===== config.mk =====
export PLATFORM = sky130hd
export DESIGN_NAME = switch_selector
export DESIGN_NICKNAME = d
export VERILOG_FILES = /design/src/rtl/switch_selector_pkg.sv /design/src/rtl/switch_selector_debouncer.sv /design/src/rtl/switch_selector.sv
export SDC_FILE = /design/constraint.sdc
export NUM_CORES = 1
export LEC_CHECK = 0
export BUFFER_PORTS_ARGS = -buffer_cell sky130_fd_sc_hd__buf_2
export CAP_MARGIN = 20
export CORE_MARGIN = 4
export CORE_UTILIZATION = 25
export DETAILED_ROUTE_END_ITERATION = 12
export HOLD_SLACK_MARGIN = 0.12
export PLACE_DENSITY = 0.38
export RECOVER_POWER = 25
export SLEW_MARGIN = 20
export SYNTH_ARGS = -nofsm -noshare
export SYNTH_HDL_FRONTEND = slang
export SYNTH_SLANG_ARGS = --single-unit

===== constraint.sdc =====
create_clock -name clk -period 4.65 [get_ports clk]
set_clock_uncertainty 0.2 [all_clocks]
set_input_delay 0.6975 -clock clk [delete_from_list [all_inputs] [get_ports clk]]
set_output_delay 0.6975 -clock clk [all_outputs]
set_load 0.005 [all_outputs]

===== src/rtl/switch_selector_pkg.sv =====
// Shared constants and helpers for the button-driven selection index.
// Index width, LED image width, reset values and the default debounce length.
package switch_selector_pkg;

   localparam int unsigned SEL_W   = 32'd3;
   localparam int unsigned NUM_SEL = 32'd8;

   localparam logic [SEL_W-1:0]   SEL_RESET_IDX = 3'd0;
   localparam logic [NUM_SEL-1:0] SEL_RESET_LED = 8'b00000001;

   localparam int unsigned DEFAULT_DEBOUNCE_CYCLES = 32'd50000;

   // One-hot LED image of a selection index
   function automatic logic [NUM_SEL-1:0] sel_onehot(input logic [SEL_W-1:0] idx);
      logic [NUM_SEL-1:0] v;
      v      = {NUM_SEL{1'b0}};
      v[idx] = 1'b1;
      return v;
   endfunction

endpackage


===== src/rtl/switch_selector_debouncer.sv =====
// button_debouncer: 2-flop synchronizer, stability counter, debounced level
// and a registered one-cycle pulse on each debounced rising edge.
module button_debouncer #(
   parameter int unsigned DEBOUNCE_CYCLES = 32'd50000,
   parameter int unsigned CNT_W           = 32'd16
) (
   input  logic clk,
   input  logic reset,
   input  logic btn,
   output logic press
);

   localparam logic [CNT_W-1:0] CNT_MAX  = CNT_W'(DEBOUNCE_CYCLES - 32'd1);
   localparam logic [CNT_W-1:0] CNT_ONE  = CNT_W'(32'd1);
   localparam logic [CNT_W-1:0] CNT_ZERO = CNT_W'(32'd0);

   logic             sync1_r;
   logic             sync2_r;
   logic             db_r;
   logic [CNT_W-1:0] cnt_r;
   logic             press_r;

   // Synchronize the raw level, then require a full run of differing samples before flipping
   always_ff @(posedge clk or posedge reset) begin
      if (reset) begin
         sync1_r <= 1'b0;
         sync2_r <= 1'b0;
         db_r    <= 1'b0;
         cnt_r   <= CNT_ZERO;
         press_r <= 1'b0;
      end else begin
         sync1_r <= btn;
         sync2_r <= sync1_r;
         press_r <= 1'b0;
         if (sync2_r == db_r) begin
            cnt_r <= CNT_ZERO;
         end else if (cnt_r < CNT_MAX) begin
            cnt_r <= cnt_r + CNT_ONE;
         end else begin
            db_r    <= sync2_r;
            cnt_r   <= CNT_ZERO;
            press_r <= sync2_r;
         end
      end
   end

   assign press = press_r;

endmodule


===== src/rtl/switch_selector.sv =====
// Selection index stepped by debounced next/prev buttons or loaded directly,
// with a registered one-hot LED image and a change strobe.
module switch_selector #(
   parameter int unsigned DEBOUNCE_CYCLES = switch_selector_pkg::DEFAULT_DEBOUNCE_CYCLES,
   parameter int unsigned CNT_W           = 32'd16
) (
   input  logic       clk,
   input  logic       reset,
   input  logic       btn_next,
   input  logic       btn_prev,
   input  logic       load_en,
   input  logic [2:0] load_idx,
   output logic [2:0] sel_idx,
   output logic [7:0] led_out,
   output logic       sel_changed
);

   import switch_selector_pkg::*;

   logic             next_pulse_s;
   logic             prev_pulse_s;
   logic [SEL_W-1:0] next_idx_s;
   logic [SEL_W-1:0] sel_idx_r;
   logic [7:0]       led_r;
   logic             changed_r;

   button_debouncer #(
      .DEBOUNCE_CYCLES (DEBOUNCE_CYCLES),
      .CNT_W           (CNT_W)
   ) u_db_next (
      .clk   (clk),
      .reset (reset),
      .btn   (btn_next),
      .press (next_pulse_s)
   );

   button_debouncer #(
      .DEBOUNCE_CYCLES (DEBOUNCE_CYCLES),
      .CNT_W           (CNT_W)
   ) u_db_prev (
      .clk   (clk),
      .reset (reset),
      .btn   (btn_prev),
      .press (prev_pulse_s)
   );

   // Next index: load wins and swallows pulses; opposing pulses cancel; steps wrap mod 8
   always_comb begin
      next_idx_s = sel_idx_r;
      if (load_en) begin
         next_idx_s = load_idx;
      end else if (next_pulse_s && prev_pulse_s) begin
         next_idx_s = sel_idx_r;
      end else if (next_pulse_s) begin
         next_idx_s = sel_idx_r + 3'd1;
      end else if (prev_pulse_s) begin
         next_idx_s = sel_idx_r - 3'd1;
      end else begin
         next_idx_s = sel_idx_r;
      end
   end

   // Index, LED image and strobe update together so they never disagree
   always_ff @(posedge clk or posedge reset) begin
      if (reset) begin
         sel_idx_r <= SEL_RESET_IDX;
         led_r     <= SEL_RESET_LED;
         changed_r <= 1'b0;
      end else begin
         sel_idx_r <= next_idx_s;
         led_r     <= sel_onehot(next_idx_s);
         changed_r <= (next_idx_s != sel_idx_r);
      end
   end

   assign sel_idx     = sel_idx_r;
   assign led_out     = led_r;
   assign sel_changed = changed_r;

endmodule


==> results of run 1 <==
[sequential cells by signal, summed over array words and instances, names as in the netlist, 3 cells and up]
| register | count |
|---|---|
| u_db_next.cnt_r | 16 |
| led_out | 8 |
| u_db_prev.cnt_r | 16 |
| sel_idx | 3 |
[layout by cell type, fill, tap and decap left out, drive strengths merged, types with 3 or more instances in the layout]
| master | netlist | layout |
|---|---|---|
| and3 | 3 | 3 |
| xor2 | 7 | 7 |
| nand2 | 13 | 13 |
| and3b | 3 | 3 |
| o311ai | 3 | 3 |
| dfrtp | 51 | 51 |
| nor3b | 3 | 3 |
| clkbuf | 1 | 6 |
| nand4 | 4 | 4 |
| inv | 12 | 12 |
| xnor2 | 26 | 26 |
| nor2 | 48 | 48 |
| ha | 4 | 4 |
| nor4 | 13 | 13 |
| a31oi | 4 | 4 |
| buf | 6 | 20 |
| nor3 | 9 | 9 |
| nand3 | 10 | 10 |
[per-stage QoR]
| stage | worst slack, ns | hold WS, ns |
|---|---|---|
| detailed placement | 2.46 | 0.137 |
| finish | 2.48 | 0.157 |
| global route | 2.26 | 0.180 |
| CTS | 2.43 | 0.161 |
| floorplan | 2.50 | 0.131 |
| global placement | 2.44 | 0.135 |
[area by class of cell]
cell class              count  area share, %
clock buffers               6           2.57
clock inverters             2           1.24
inverters                  12           1.60
multi-input cells         169           38.8
flip-flops and latches     52           46.2
well taps                 133           5.90
repair buffers             20           3.64
[cells in the mapped netlist, types with 2 or more instances]
library cell	n
dfrtp_1	51
nor2_1	48
xnor2_1	26
nand2_1	13
nor4_1	12
inv_1	11
nand3_1	8
nor3_1	8
xor2_1	7
a31oi_1	4
ha_1	4
nand4_1	4
and3_1	3
and3b_1	3
nor3b_1	3
o311ai_0	3
a2111oi_2	2
buf_2	2
buf_6	2
mux2_2	2
mux2i_1	2
nand3_2	2
or3b_1	2
[per-layer routing]
metal | vias up | routed length [µm]
met5 | - | 0
met2 | 20 | 2200
li1 | 856 | -
met3 | 4 | 141
met1 | 817 | 2340
met4 | 0 | 42
[cell families after synthesis]
group	count (synthesis)	synth area share (%)
compound gates	15	5.15
xor+xnor	33	11.6
fa+ha+maj	4	2.00
buf+inv	19	4.15
flops	52	52.1
mux	4	1.70
simple gates	113	23.4
[worst max path at each step]
stage	to	slack, ns	depth (start not counted)
floorplan	led_out[1]$_DFF_PP0_	2.50	1
global placement	led_out[5]$_DFF_PP0_	2.44	6
detailed placement	led_out[5]$_DFF_PP0_	2.46	6
CTS	led_out[5]$_DFF_PP0_	2.43	6
global route	led_out[0]$_DFF_PP1_	2.26	7
finish	led_out[5]$_DFF_PP0_	2.48	6
[report_power, final]
group / leakage (nW) / internal, mW / total (mW) / switching (mW)
Clock: 0.0552 / 0.160 / 0.306 / 0.146
Combinational: 0.418 / 0.0254 / 0.0634 / 0.0380
Sequential: 0.698 / 0.466 / 0.477 / 0.0112
==> results.yml, run 1 <==
outcome:
  status: "finished clean"
route:
  vias_per_cell: 4.31
  drc_errors: 0
  drt_iter0_markers: 78
  dr.pass1.iters: 4
  antenna_left: 0
  vias: 1697
  wirelength_um: 4730
  routedWlPerCell_um: 12.0
clocking:
  cts_root_buf: "clkbuf_8"
  numCtsBuffers: 5
  cts-resized-gates: 0
  post_cts_buffers: 0
  ctsHoldBuffers: 0
  cts.sink_count: 52
  tritoncts: "done"
  clk-insertion-delay-late_ns: 0.30
  cts_max_level: 2
  clk_path_buf_depth: 2
  clk_pin_slew_ns: 0.09
worst_hold_path:
  min-delay-start: "u_db_next.sync1_r$_DFF_PP0_"
  hold_path.class: "reg -> reg"
  whs_path_depth: 0
  holdPathEnd: "u_db_next.sync2_r$_DFF_PP0_"
timing:
  rsz0062_at_grt: "no"
  hold_viol_final: 0
  setup_violations: 0
  period_share_pct: 46.8
  finalMaxSlewViolations: 0
  final.setup.tns_ns: 0
  period_needed_ns: 2.17
  maxSlewHeadroom_pct: 56.4
  tightestPinTransition_ns: 0.655
  fmax_ghz: 0.460
logic_synthesis:
  ys_seq_area_share_pct: 52.1
  synth_largest_area_cell: "dfrtp_1"
  syn_nets: 252
  synthTopCellsByArea: "dfrtp_1 (51%), xnor2_1 (9.1%), nor2_1 (7.2%)"
  synth_seq_cells: 52
  syn_inst: 240
  ys.flop_type: "dfrtp_1"
  async_reset_ff_share_pct: 100
  avgSynthCellArea_um2: 10.4
  synth_top_cell_area_share_pct: 51.0
  yosys_warnings: 0
  syn-cell-area_um2: 2500
  synth_cell_types: 41
  synth_edf_count: 0
setup_path:
  path_class: "reg -> reg"
  path_buf_inv: 1
  slowest_delay_ns: 0.54
  end_kind: "flop"
  worstRegToRegCells: 6
  r2r_end: "led_out[5]$_DFF_PP0_"
  arrival_ns: 2.18
  worstReg2RegStart: "sel_idx[0]$_DFF_PP0_"
  cp_max_fo: 10
  required_ns: 4.66
  crit_start: "sel_idx[0]$_DFF_PP0_"
  crit_chain: "inv_1, ha_1, and3b_1, o21a_1, o31a_2, nor4b_2"
  cp_top_family: "flip-flops"
  reg2reg_slack_ns: 2.48
  cp_slowest_cell: "dfrtp_1"
  start_kind: "flop"
global_routing:
  busiest_layer: "met2"
  gr-usage-met1_pct: 12.5
  grt_max_degree: 53
  met2_usage_pct: 14.2
  grt_first_pass_wirelength_um: 8350
  grt_pass1_vias: 1705
  grt.overflow.total: 0
  antenna_found_initial: 0
  gr-usage-met3_pct: 1.97
  gr-usage-all-layers_pct: 8.98
cells_and_area:
  stdcell_area_um2: 2820
  fillerInstances: 1044
  drive_above_1_share_pct: 15.7
  final_util_pct: 28.8
  multi_input_comb_area_um2: 1090
  nets: 272
  n_antenna_cell: 0
  fin_cells: 394
  area_growth_pct: 12.7
  seq_area_um2: 1300
place:
  dp.cells: 386
  gp_congestion: 0.730
  post_dp_cell_area_um2: 2710
  io_buffer_count: 19
  place_hpwl_um: 3290
floorplan:
  ios: 20
  core-area_um2: 9770
  initial_core_util_pct: 25.6
  rows: 36
  die_y_um: 108
  die_area_um2: 11700
  fp.dieW_um: 108
power_and_ir_drop:
  ir_drop_v: 0.0000987
  finalPower_mw: 0.846
  leakagePower_nw: 1.17
  p_per_area_nw_per_um2: 300
run:
  maxCapViolCount: 0
(Power assumes the default switching activity.)
==> run 2: changes to the inputs <==
ABC_AREA = 1   (was not set)
clock period = 2.2 ns   (was 4.65 ns; I/O delays follow)
==> results.yml, run 2 <==
outcome:
  status: "finished clean"
clocking:
  clk-insertion-delay-late_ns: 0.30
  post_cts_buffers: 0
  clk_path_buf_depth: 2
  cts-resized-gates: 0
  cts_max_level: 2
  cts.sink_count: 52
  ctsHoldBuffers: 3
  cts_root_buf: "clkbuf_8"
  tritoncts: "done"
  clk_pin_slew_ns: 0.10
  numCtsBuffers: 5
floorplan:
  rows: 36
  core-area_um2: 9910
  fp.dieW_um: 110
  die_y_um: 110
  ios: 20
  initial_core_util_pct: 26.1
  die_area_um2: 12100
logic_synthesis:
  synth_seq_cells: 52
  yosys_warnings: 0
  synth_top_cell_area_share_pct: 49.3
  synth_edf_count: 0
  ys_seq_area_share_pct: 50.3
  synth_largest_area_cell: "dfrtp_1"
  syn_inst: 306
  avgSynthCellArea_um2: 8.46
  synth_cell_types: 25
  yosysMostFrequentCell: "nand2_1"
  syn-cell-area_um2: 2590
  syn_nets: 318
  ys.flop_type: "dfrtp_1"
  synthTopCellsByArea: "dfrtp_1 (49%), nand2_1 (10%), nor2_1 (7.8%)"
  async_reset_ff_share_pct: 100
  synth_common_cells: "nand2_1 (69), nor2_1 (54), dfrtp_1 (51), inv_1 (37), xor2_1 (18)"
route:
  antenna_left: 0
  drc_errors: 0
  vias: 1874
  dr.pass1.iters: 4
  vias_per_cell: 4.00
  drt_iter0_markers: 56
  routedWlPerCell_um: 10.5
  wirelength_um: 4920
place:
  io_buffer_count: 19
  gp_congestion: 0.757
  place_hpwl_um: 3620
  post_dp_cell_area_um2: 2850
timing:
  finalMaxSlewViolations: 0
  hold_viol_final: 0
  period_needed_ns: 1.83
  setup_violations: 0
  period_share_pct: 83.1
  maxSlewHeadroom_pct: 49.7
  final.setup.tns_ns: 0
  fmax_ghz: 0.547
  tightestPinTransition_ns: 0.754
  rsz0062_at_grt: "no"
global_routing:
  antenna_found_initial: 0
  grt_first_pass_wirelength_um: 8690
  gr-usage-met1_pct: 11.9
  gr-usage-all-layers_pct: 9.04
  busiest_layer: "met2"
  grt_max_degree: 25
  grt_pass1_vias: 1885
  grt.overflow.total: 0
  met2_usage_pct: 14.7
  gr-usage-met3_pct: 2.29
worst_hold_path:
  hold_path.class: "in -> reg"
cells_and_area:
  area_growth_pct: 14.8
  fillerInstances: 1089
  n_antenna_cell: 0
  stdcell_area_um2: 2970
  mostFrequentLayoutCell: "nand2_1"
  nets: 346
  final_cell_mix: "nand2_1 (69), nor2_1 (54), dfrtp_1 (51), inv_1 (37), buf_2 (19)"
  drive_above_1_share_pct: 17.0
run:
  maxCapViolCount: 0
setup_path:
  end_kind: "flop"
  arrival_ns: 1.83
  cp_max_fo: 5
  start_kind: "flop"
  required_ns: 2.20
  path_class: "reg -> reg"
power_and_ir_drop:
  p_per_area_nw_per_um2: 592
  ir_drop_v: 0.000254
  leakagePower_nw: 1.41
[run 2: cell types whose count changed after synthesis, sizes merged, moves of 4 or more]
cell   previous run  this run
a21oi             1         5
inv              12        38
nand2            13        76
nand3            10        19
nor2             48        64
nor3              9        13
nor4             13         0
xnor2            26         2
xor2              7        18
[run 2: final timing paths]
kind / to / cells past startpoint / slack (ns) / start
setup / recovery: sel_changed$_DFF_PP0_ / 12 / 0.37 / sel_idx[0]$_DFF_PP0_
hold / removal: sel_idx[2]$_DFF_PP0_ / 3 / 0.17 / load_idx[2]
setup reg to reg: sel_changed$_DFF_PP0_ / 12 / 0.37 / sel_idx[0]$_DFF_PP0_
hold reg to reg: u_db_prev.sync2_r$_DFF_PP0_ / 0 / 0.18 / u_db_prev.sync1_r$_DFF_PP0_
max in group asynchronous: led_out[0]$_DFF_PP1_ / 4 / 0.58 / reset
min in group asynchronous: sel_idx[0]$_DFF_PP0_ / 3 / 0.50 / reset
[run 2: metal layers]
layer	vias to the layer above	share of wire, %
li1	996	-
met1	855	51
met4	0	0.59
met5	-	0
met3	2	3.6
met2	21	45
[run 2: layout make-up]
| type | instances | area (µm²) | area share [%] |
|---|---|---|---|
| sequential | 52 | 1300 | 43.8 |
| multi-input combinational | 213 | 1110 | 37.5 |
| tap | 133 | 166 | 5.60 |
| timing repair buffer | 24 | 153 | 5.13 |
| inverter | 38 | 143 | 4.80 |
| clock buffer | 7 | 86.3 | 2.90 |
| clock inverter | 1 | 7.51 | 0.253 |
[run 2: kinds of logic after synthesis]
| family | after synthesis | share of synthesized area [%] |
|---|---|---|
| DFF | 52 | 50.3 |
| adders and majority gates | 4 | 1.93 |
| AOI/OAI and AO/OA | 14 | 3.38 |
| xor gates and xnor gates | 20 | 6.76 |
| and+or+nand+nor | 175 | 31.0 |
| buffers and inverters | 41 | 6.67 |
[run 2: power by group]
group          switching, mW  internal, mW
registers             0.0207         0.989
logic                  0.104        0.0646
clock network          0.324         0.257
[run 2: worst max-delay path: stages (launching register included)]
cell,delay [ns]
dfrtp_1,0.40
inv_1,0.09
ha_1,0.31
inv_1,0.06
nand2_1,0.04
nand2_1,0.05
nand2_1,0.04
nand2_1,0.07
nand2_1,0.15
nand2_1,0.09
nand2_1,0.05
nor2_1,0.12
nand2_1,0.06
[run 2: per-stage QoR]
step | total power, mW | worst slack (ns) | cells | hold WS, ns | util [%]
finish | 1.76 | 0.372 | 468 | 0.171 | 30.0
global placement | 1.20 | 0.357 | 457 | 0.144 | 28.7
detailed placement | 1.20 | 0.365 | 457 | 0.152 | 28.7
floorplan | 1.14 | 0.414 | 306 | 0.131 | -
CTS | 1.80 | 0.346 | 468 | 0.159 | 30.0
global route | 1.86 | 0.143 | 468 | 0.187 | 30.0
